### src/rtl/sd_bus_arb.sv
// Arbiter for the shared SPI-mode SD bus: initialisation lock-out, read/write round-robin,
// enforced idle gap between grants and a watchdog that revokes overrunning read/write grants.
module sd_bus_arb #(
  parameter int TIMEOUT  = 65535,
  parameter int IDLE_GAP = 8
) (
  input  logic clk,
  input  logic rst_n,
  input  logic init_req,
  input  logic init_done,
  output logic init_gnt,
  input  logic rd_req,
  input  logic wr_req,
  input  logic rd_done,
  input  logic wr_done,
  output logic rd_gnt,
  output logic wr_gnt,
  input  logic init_cs_n,
  input  logic init_sclk,
  input  logic init_mosi,
  input  logic rd_cs_n,
  input  logic rd_sclk,
  input  logic rd_mosi,
  input  logic wr_cs_n,
  input  logic wr_sclk,
  input  logic wr_mosi,
  output logic sd_cs_n,
  output logic sd_clk,
  output logic sd_mosi,
  output logic init_ok,
  output logic busy,
  output logic timeout_err
);

  localparam int WD_W  = $clog2(TIMEOUT) + 1;
  localparam int GAP_W = $clog2(IDLE_GAP) + 1;
  localparam logic [WD_W-1:0]  WD_LAST  = WD_W'(TIMEOUT - 1);
  localparam logic [GAP_W-1:0] GAP_LAST = GAP_W'(IDLE_GAP - 1);

  typedef enum logic [2:0] {S_INIT, S_IDLE, S_RD, S_WR, S_GAP} state_e;

  state_e            state_q, state_d;
  logic [WD_W-1:0]   wd_q, wd_d;
  logic [GAP_W-1:0]  gap_q, gap_d;
  logic              init_ok_q, init_ok_d;
  logic              last_rd_q, last_rd_d;
  logic              init_pend_q, init_pend_d;
  logic              to_q, to_d;

  always_ff @(posedge clk or negedge rst_n) begin
    if (!rst_n) begin
      state_q     <= S_INIT;
      wd_q        <= '0;
      gap_q       <= '0;
      init_ok_q   <= 1'b0;
      last_rd_q   <= 1'b0;
      init_pend_q <= 1'b0;
      to_q        <= 1'b0;
    end else begin
      state_q     <= state_d;
      wd_q        <= wd_d;
      gap_q       <= gap_d;
      init_ok_q   <= init_ok_d;
      last_rd_q   <= last_rd_d;
      init_pend_q <= init_pend_d;
      to_q        <= to_d;
    end
  end

  // Counters fall back to zero whenever their state is not active, so every grant or gap starts clean.
  always_comb begin
    state_d     = state_q;
    wd_d        = '0;
    gap_d       = '0;
    init_ok_d   = init_ok_q;
    last_rd_d   = last_rd_q;
    init_pend_d = init_pend_q | init_req;
    to_d        = 1'b0;
    case (state_q)
      S_INIT: begin
        init_pend_d = 1'b0;
        if (init_done) begin
          init_ok_d = 1'b1;
          state_d   = S_GAP;
        end
      end
      S_IDLE: begin
        if (init_req || init_pend_q) begin
          init_ok_d   = 1'b0;
          init_pend_d = 1'b0;
          state_d     = S_INIT;
        end else if (rd_req && (!wr_req || !last_rd_q)) begin
          state_d = S_RD;
        end else if (wr_req) begin
          state_d = S_WR;
        end
      end
      S_RD: begin
        if (rd_done) begin
          last_rd_d = 1'b1;
          state_d   = S_GAP;
        end else if (wd_q == WD_LAST) begin
          to_d      = 1'b1;
          last_rd_d = 1'b1;
          state_d   = S_GAP;
        end else begin
          wd_d = wd_q + WD_W'(1);
        end
      end
      S_WR: begin
        if (wr_done) begin
          last_rd_d = 1'b0;
          state_d   = S_GAP;
        end else if (wd_q == WD_LAST) begin
          to_d      = 1'b1;
          last_rd_d = 1'b0;
          state_d   = S_GAP;
        end else begin
          wd_d = wd_q + WD_W'(1);
        end
      end
      S_GAP: begin
        if (gap_q == GAP_LAST) begin
          state_d = S_IDLE;
        end else begin
          gap_d = gap_q + GAP_W'(1);
        end
      end
      default: state_d = S_INIT;
    endcase
  end

  assign init_gnt    = (state_q == S_INIT);
  assign rd_gnt      = (state_q == S_RD);
  assign wr_gnt      = (state_q == S_WR);
  assign busy        = (state_q != S_IDLE);
  assign init_ok     = init_ok_q;
  assign timeout_err = to_q;

  // Without an owner the card sees a deselected, quiet bus.
  always_comb begin
    sd_cs_n = 1'b1;
    sd_clk  = 1'b0;
    sd_mosi = 1'b1;
    case (state_q)
      S_INIT: begin
        sd_cs_n = init_cs_n;
        sd_clk  = init_sclk;
        sd_mosi = init_mosi;
      end
      S_RD: begin
        sd_cs_n = rd_cs_n;
        sd_clk  = rd_sclk;
        sd_mosi = rd_mosi;
      end
      S_WR: begin
        sd_cs_n = wr_cs_n;
        sd_clk  = wr_sclk;
        sd_mosi = wr_mosi;
      end
      default: ;
    endcase
  end

endmodule

### config.mk
export PLATFORM = sky130hd
export DESIGN_NAME = sd_bus_arb
export DESIGN_NICKNAME = d
export VERILOG_FILES = /design/src/rtl/sd_bus_arb.sv
export SDC_FILE = /design/constraint.sdc
export NUM_CORES = 1
export LEC_CHECK = 0
export CAP_MARGIN = 20
export CORE_ASPECT_RATIO = 1.1
export CORE_MARGIN = 2
export CORE_UTILIZATION = 52
export DETAILED_ROUTE_END_ITERATION = 12
export GPL_ROUTABILITY_DRIVEN = 0
export PLACE_DENSITY = 0.81
export SLEW_MARGIN = 20
export SYNTH_ARGS = -nofsm -noshare
export SYNTH_HDL_FRONTEND = slang
export SYNTH_SLANG_ARGS = --single-unit
### constraint.sdc
create_clock -name clk -period 2.06 [get_ports clk]
set_input_delay 0.412 -clock clk [delete_from_list [all_inputs] [get_ports clk]]
set_output_delay 0.412 -clock clk [all_outputs]
set_load 0.1 [all_outputs]
==> results of run 1 <==
==> per-layer routing <==
| metal | share of wire | global-route usage | wire length, um | vias up |
|---|---|---|---|---|
| met3 | 0.042 | 0.03412 | 142 | 3 |
| met4 | 0.011 | 0.05226 | 36 | 0 |
| li1 | - | - | - | 635 |
| met2 | 0.53 | 0.4439 | 1798 | 37 |
| met1 | 0.41 | 0.2412 | 1393 | 617 |
| met5 | 0 | 0 | 0 | - |
==> synthesized netlist by cell type, drive strengths merged, types with 3 or more instances <==
cell type / instances / area [um^2]
inv: 8 / 30.03
nor4: 6 / 37.54
nand2: 9 / 33.78
nor3: 6 / 30.03
nand3: 8 / 40.04
o211ai: 3 / 22.52
dfrtp: 28 / 700.7
xor2: 4 / 35.03
ha: 3 / 37.54
xnor2: 12 / 105.1
nand4: 4 / 40.04
o21ai: 4 / 31.28
mux2i: 3 / 30.03
nor2: 30 / 112.6
nand2b: 4 / 25.02
==> report_power, final <==
| part | switching [mW] | total [mW] | internal, mW |
|---|---|---|---|
| logic | 0.537 | 0.884 | 0.347 |
| clock network | 0.163 | 0.272 | 0.109 |
| registers | 0.0968 | 0.701 | 0.605 |
==> final cells by class <==
class	instances	area [um^2]	area share
Sequential cell	28	703.2	0.3512
Inverter	8	30.03	0.01500
Timing Repair Buffer	35	390.4	0.1950
Multi-Input combinational cell	122	800.8	0.4000
Tap cell	33	41.29	0.02063
Clock buffer	4	36.28	0.01813
==> worst max-delay path, cell delays in order (launching register included) <==
cell and delay, ns:
dfrtp_2 0.46, mux2_2 0.34, o22ai_1 0.14, nand2b_1 0.11
buf_12 0.18
==> registers in the layout, indices dropped and copies added, names as in the netlist <==
| signal | flops |
|---|---|
| gap_q | 4 |
| state_q | 3 |
| wd_q | 17 |
| timeout_err | 1 |
| init_ok | 1 |
| last_rd_q | 1 |
| init_pend_q | 1 |
==> how the worst max path moves through the flow <==
| stage | start | endpoint | slack, ns | cells past startpoint |
|---|---|---|---|---|
| after floorplan | state_q[1]$_DFFE_PN0P_ | sd_mosi | 0.07 | 4 |
| after detailed placement | init_mosi | sd_mosi | 0.14 | 5 |
| after global placement | init_cs_n | sd_cs_n | 0.17 | 5 |
| after CTS | state_q[0]$_DFFE_PN0P_ | sd_mosi | 0.006 | 4 |
| final | state_q[1]$_DFFE_PN0P_ | sd_cs_n | 0.08 | 4 |
| after global routing | state_q[1]$_DFFE_PN0P_ | wr_gnt | 0.002 | 5 |
==> timing repair <==
item                                    in CTS  in global routing
setup buffers                                1                  1
endpoints found under the setup margin       4                  5
pin swaps                                    0                  0
gates resized for setup                      1                  2
cloned                                       0                  0
hold buffers                                 0                  0
==> stage by stage <==
stage / hold slack [ns] / total power, mW / utilization / std cells
after floorplan: 0.1164 / 1.269 / - / 162
after global placement: 0.4440 / 1.562 / 0.7005 / 224
after detailed placement: 0.4612 / 1.585 / 0.7005 / 224
after CTS: 0.4490 / 1.860 / 0.7167 / 229
after global routing: 0.4728 / 1.936 / 0.7207 / 230
final: 0.4313 / 1.857 / 0.7207 / 230
==> cells by family (layout without fill, tap and decap cells) <==
group,count (synthesis),after routing
and+or+nand+nor,78,78
buffers and inverters,12,47
AOI/OAI and AO/OA,20,20
muxes,5,5
DFF,28,28
xor gates and xnor gates,16,16
adders and majority gates,3,3
==> reports/results.ini, run 1 <==
[finish]
final_cell_mix = nor2_1, dfrtp_1, clkdlybuf4s50_1
synthToLayoutAreaGrowth_pct = 31.04
mostFrequentLayoutCell = nor2_1
nNetsFinal = 218
diodes = 0
fillers = 213
final_cell_area_mm2 = 0.002002
drive_above_1_share = 0.1726

[setup_path]
rr_startpoint = wd_q[0]$_DFF_PN0_
crit_fanout = 6
timing.rr.end = last_rd_q$_DFFE_PN0P_
crit_required_ns = 1.65
worstSetupStartpointType = flip-flop
worst_setup_path_end_kind = output pin
crit_type = reg2out
regToRegSetupSlack_ns = 0.23
arrival_ns = 1.56
reg2reg_depth = 6

[floorplan]
initial_core_util = 0.5500
die_area_mm2 = 0.003388
rows = 20
pin_count = 26
chipHeight_um = 60.85
core_area_mm2 = 0.002778
die_w_um = 55.68

[route]
wirelength_um = 3370
drc = 0
vias = 1292
ant_nets = 0
wl_per_cell_um = 14.65
avgViaCountPerCell = 5.617
first_pass_iters = 4
first_iter_violations = 25

[yosys]
synth_cells = 162
synth_edf_count = 0
ys_warn_count = 0
netlist_area_mm2 = 0.001528
synth_mux_area_frac = 0.03440
synth_cell_types = 40
synth_top_family_by_area = simple AND/OR/NAND/NOR gates
synth_xor_area_frac = 0.09173
ys_seq_elements = 28
seq_area_frac_synth = 0.4586
synth_area_per_cell_um2 = 9.430
syn_nets = 182
synth_compound_area_frac = 0.09746
synth_simple_gate_area_share = 0.2604
synthAdderAreaFrac = 0.02457
synthFlopType = dfrtp_1
async_flop_share = 1.000

[placement]
pre_cts_ws_ns = 0.1391
io_buffers = 25
placed_area_mm2 = 0.001946
dp_hpwl_um = 2611

[pwr]
power.density_mw_per_mm2 = 927.8
ir_drop_mv = 1.122
leakage_nw = 0.8009

[clock_tree]
clk_latency_ns = 0.34
cts_root_buf = clkbuf_4
cts_inserted_buffers = 3
h-tree-depth = 1
cts_tree = built
clk_pin_slew_ns = 0.15
clk_path_buf_depth = 2
cts_sinks = 28

[timing]
fmax_ghz = 0.5061
min_period_over_period = 0.9591
finalSetupTns_ns = 0
setup_viol = 0
final-hold-violation-count = 0
period_needed_ns = 1.976
maxSlewViolCount = 0
setup_ws_ns = 0.08424
tightest_slew_ns = 0.4093
slew_headroom = 0.7271
rsz0062_at_grt = false
fin_worst_skew_ns = 0.004680

[job]
maxCapViolations = 0

[min_path]
hold_path_class = in2async

[global_routing]
antenna_found_initial = 0
grtUsageTotal = 0.2184
grt_pass1_vias = 1340
grt_max_degree = 29
grt_pass1_wl_um = 5761
grt-ovfl-total = 0

[outcome]
outcome = completed

(Power assumes the default switching activity.)
==> run 2, diff against run 1 <==
- SLEW_MARGIN: 20 -> unset
==> results of run 2 <==
Final layout, timing and power as in run 1 (identical DEF).
==> run 3, diff against run 2 <==
- clock period: 2.06 -> 2 ns (I/O delays scaled with it)
==> reports/results.ini, run 3 (synthesized netlist as in run 1, its figures left out) <==
[outcome]
outcome = completed

[timing]
fmax_ghz = 0.5195
finalSetupTns_ns = 0  ; unchanged
rsz0062_at_grt = false
fin_worst_skew_ns = 0.006307  ; +0.001627 ns
min_period_over_period = 0.9624
slew_headroom = 0.7346  ; +0.007490
setup_ws_ns = 0.07518  ; -0.009061 ns
period_needed_ns = 1.925
setup_viol = 0  ; unchanged
tightest_slew_ns = 0.3881  ; -0.02127 ns
maxSlewViolCount = 0  ; unchanged
final-hold-violation-count = 0  ; unchanged

[route]
ant_nets = 0  ; unchanged
wl_per_cell_um = 13.99  ; -4.5%
vias = 1298  ; +0.46%
wirelength_um = 3217  ; -4.5%
drc = 0  ; unchanged
avgViaCountPerCell = 5.643  ; +0.46%
first_iter_violations = 37  ; +48%
first_pass_iters = 4  ; unchanged

[pwr]
ir_drop_mv = 1.141  ; +1.7%
power.internal_mw = 1.053  ; -0.66%
swShare = 0.4308  ; +0.001645
leakage_nw = 0.7975  ; -0.43%
p_total_mw = 1.851  ; -0.37%
seq_power_share = 0.390  ; +0.012
power.switching_mw = 0.7973  ; about the same
power.density_mw_per_mm2 = 921.5  ; -0.68%
pwr-share-comb = 0.493  ; +0.017
power_frac_clock = 0.117  ; -0.029

[global_routing]
grt-ovfl-total = 0  ; unchanged
grtUsageTotal = 0.2121  ; -0.006280
grt_pass1_wl_um = 5616  ; -2.5%
antenna_found_initial = 0  ; unchanged
grt_pass1_vias = 1311  ; -2.2%
grt_max_degree = 29  ; unchanged

[floorplan]
die_area_mm2 = 0.003388  ; unchanged
chipHeight_um = 60.85  ; unchanged
core_area_mm2 = 0.002778  ; unchanged
initial_core_util = 0.5500  ; unchanged
rows = 20  ; unchanged
pin_count = 26  ; unchanged
die_w_um = 55.68  ; unchanged

[clock_tree]
cts_hold_buf = 0  ; unchanged
cts_tree = built
cts_sinks = 28  ; unchanged
cts_setup_buffers = 0  ; -1
cts_inserted_buffers = 3  ; unchanged
clk_path_buf_depth = 2  ; unchanged
clk_latency_ns = 0.31  ; -0.03 ns
cts_root_buf = clkbuf_4
clk_pin_slew_ns = 0.13  ; -0.02 ns
h-tree-depth = 1  ; unchanged

[setup_path]
worst_setup_path_end_kind = output pin
cp_cell_sequence = mux2_2, o22ai_1, nand2b_1, buf_12
regToRegSetupSlack_ns = 0.23  ; about the same
arrival_ns = 1.52  ; -0.04 ns
crit_fanout = 5  ; -1
crit_required_ns = 1.60  ; -0.05 ns
worstSetupStartpointType = flip-flop
max_stage_delay_ns = 0.44  ; -0.02 ns
worst_path_max_delay_cell = dfrtp_2
crit_type = reg2out

[finish]
final_cells = 230  ; unchanged
diodes = 0  ; unchanged
final_cell_mix = nor2_1, dfrtp_1, clkdlybuf4s50_1
finish.utilization = 0.7230  ; +0.002252
largest_register_ffs = 17  ; unchanged
reg_top3 = wd_q x17, gap_q x4, state_q x3
synthToLayoutAreaGrowth_pct = 31.45
drive_above_1_share = 0.1878  ; +0.01523
top_register = wd_q
nNetsFinal = 219  ; +0.46%
mostFrequentLayoutCell = nor2_1

[min_path]
hold_path_class = in2async

[placement]
io_buffers = 25  ; unchanged
pre_cts_ws_ns = 0.09017  ; -0.04897 ns
placed_cells = 227  ; +1.3%
dp_hpwl_um = 2549  ; -2.4%

[job]
maxCapViolations = 0  ; unchanged

run 3: power by group through the flow:
stage | sequential (mW) | combinational, mW | clock (mW)
floorplan | 0.724 | 0.583 | 0
finish | 0.721 | 0.913 | 0.217
global route | 0.732 | 0.960 | 0.257
CTS | 0.718 | 0.915 | 0.230
detailed placement | 0.728 | 0.913 | 0
global placement | 0.722 | 0.892 | 0
run 3: worst max-delay path: cells and delay by family, from the launching register on:
| family | cells | cell delay, ns |
|---|---|---|
| AO/OA/AOI/OAI | 1 | 0.14 |
| flip-flops | 1 | 0.44 |
| multiplexers | 1 | 0.34 |
| AND/OR/NAND/NOR | 1 | 0.11 |
| buffers and inverters | 1 | 0.18 |
run 3: final cells by class:
type,instances,area (um^2)
clock buffer,3,22.52
tap,33,41.29
fill,202,769.5
sequential,28,703.2
timing repair buffer,36,397.9
multi-input combinational,122,813.3
inverter,8,30.03
run 3: timing repair:
action	CTS	global route
resized for setup	1	5
gates cloned	0	0
setup endpoints to repair	2	4
run 3: worst paths after layout:
kind / start / to / depth (start not counted)
setup / recovery: state_q[1]$_DFFE_PN0P_ / sd_cs_n / 4
hold / removal: rst_n / wd_q[16]$_DFF_PN0_ / 2
setup reg to reg: wd_q[1]$_DFF_PN0_ / last_rd_q$_DFFE_PN0P_ / 5
hold reg to reg: gap_q[0]$_DFF_PN0_ / gap_q[0]$_DFF_PN0_ / 1
max in group asynchronous: rst_n / state_q[1]$_DFFE_PN0P_ / 2
min in group clk: gap_q[0]$_DFF_PN0_ / gap_q[0]$_DFF_PN0_ / 1
run 3: layer usage:
metal | part of all wire | vias up | wire length [um] | track usage
li1 | - | 640 | - | -
met5 | 0 | - | 0 | 0
met1 | 0.43 | 617 | 1391 | 0.2503
met3 | 0.039 | 7 | 126 | 0.02559
met4 | 0.018 | 0 | 57 | 0.07317
met2 | 0.51 | 34 | 1642 | 0.4065
run 3: metrics by stage:
| stage | hold WS, ns | instance area, um^2 |
|---|---|---|
| after CTS | 0.4489 | 1992 |
| after global placement | 0.4444 | 1968 |
| after global routing | 0.4453 | 2008 |
| final | 0.4412 | 2008 |
| after detailed placement | 0.4730 | 1968 |
| after floorplan | 0.1044 | 1549 |
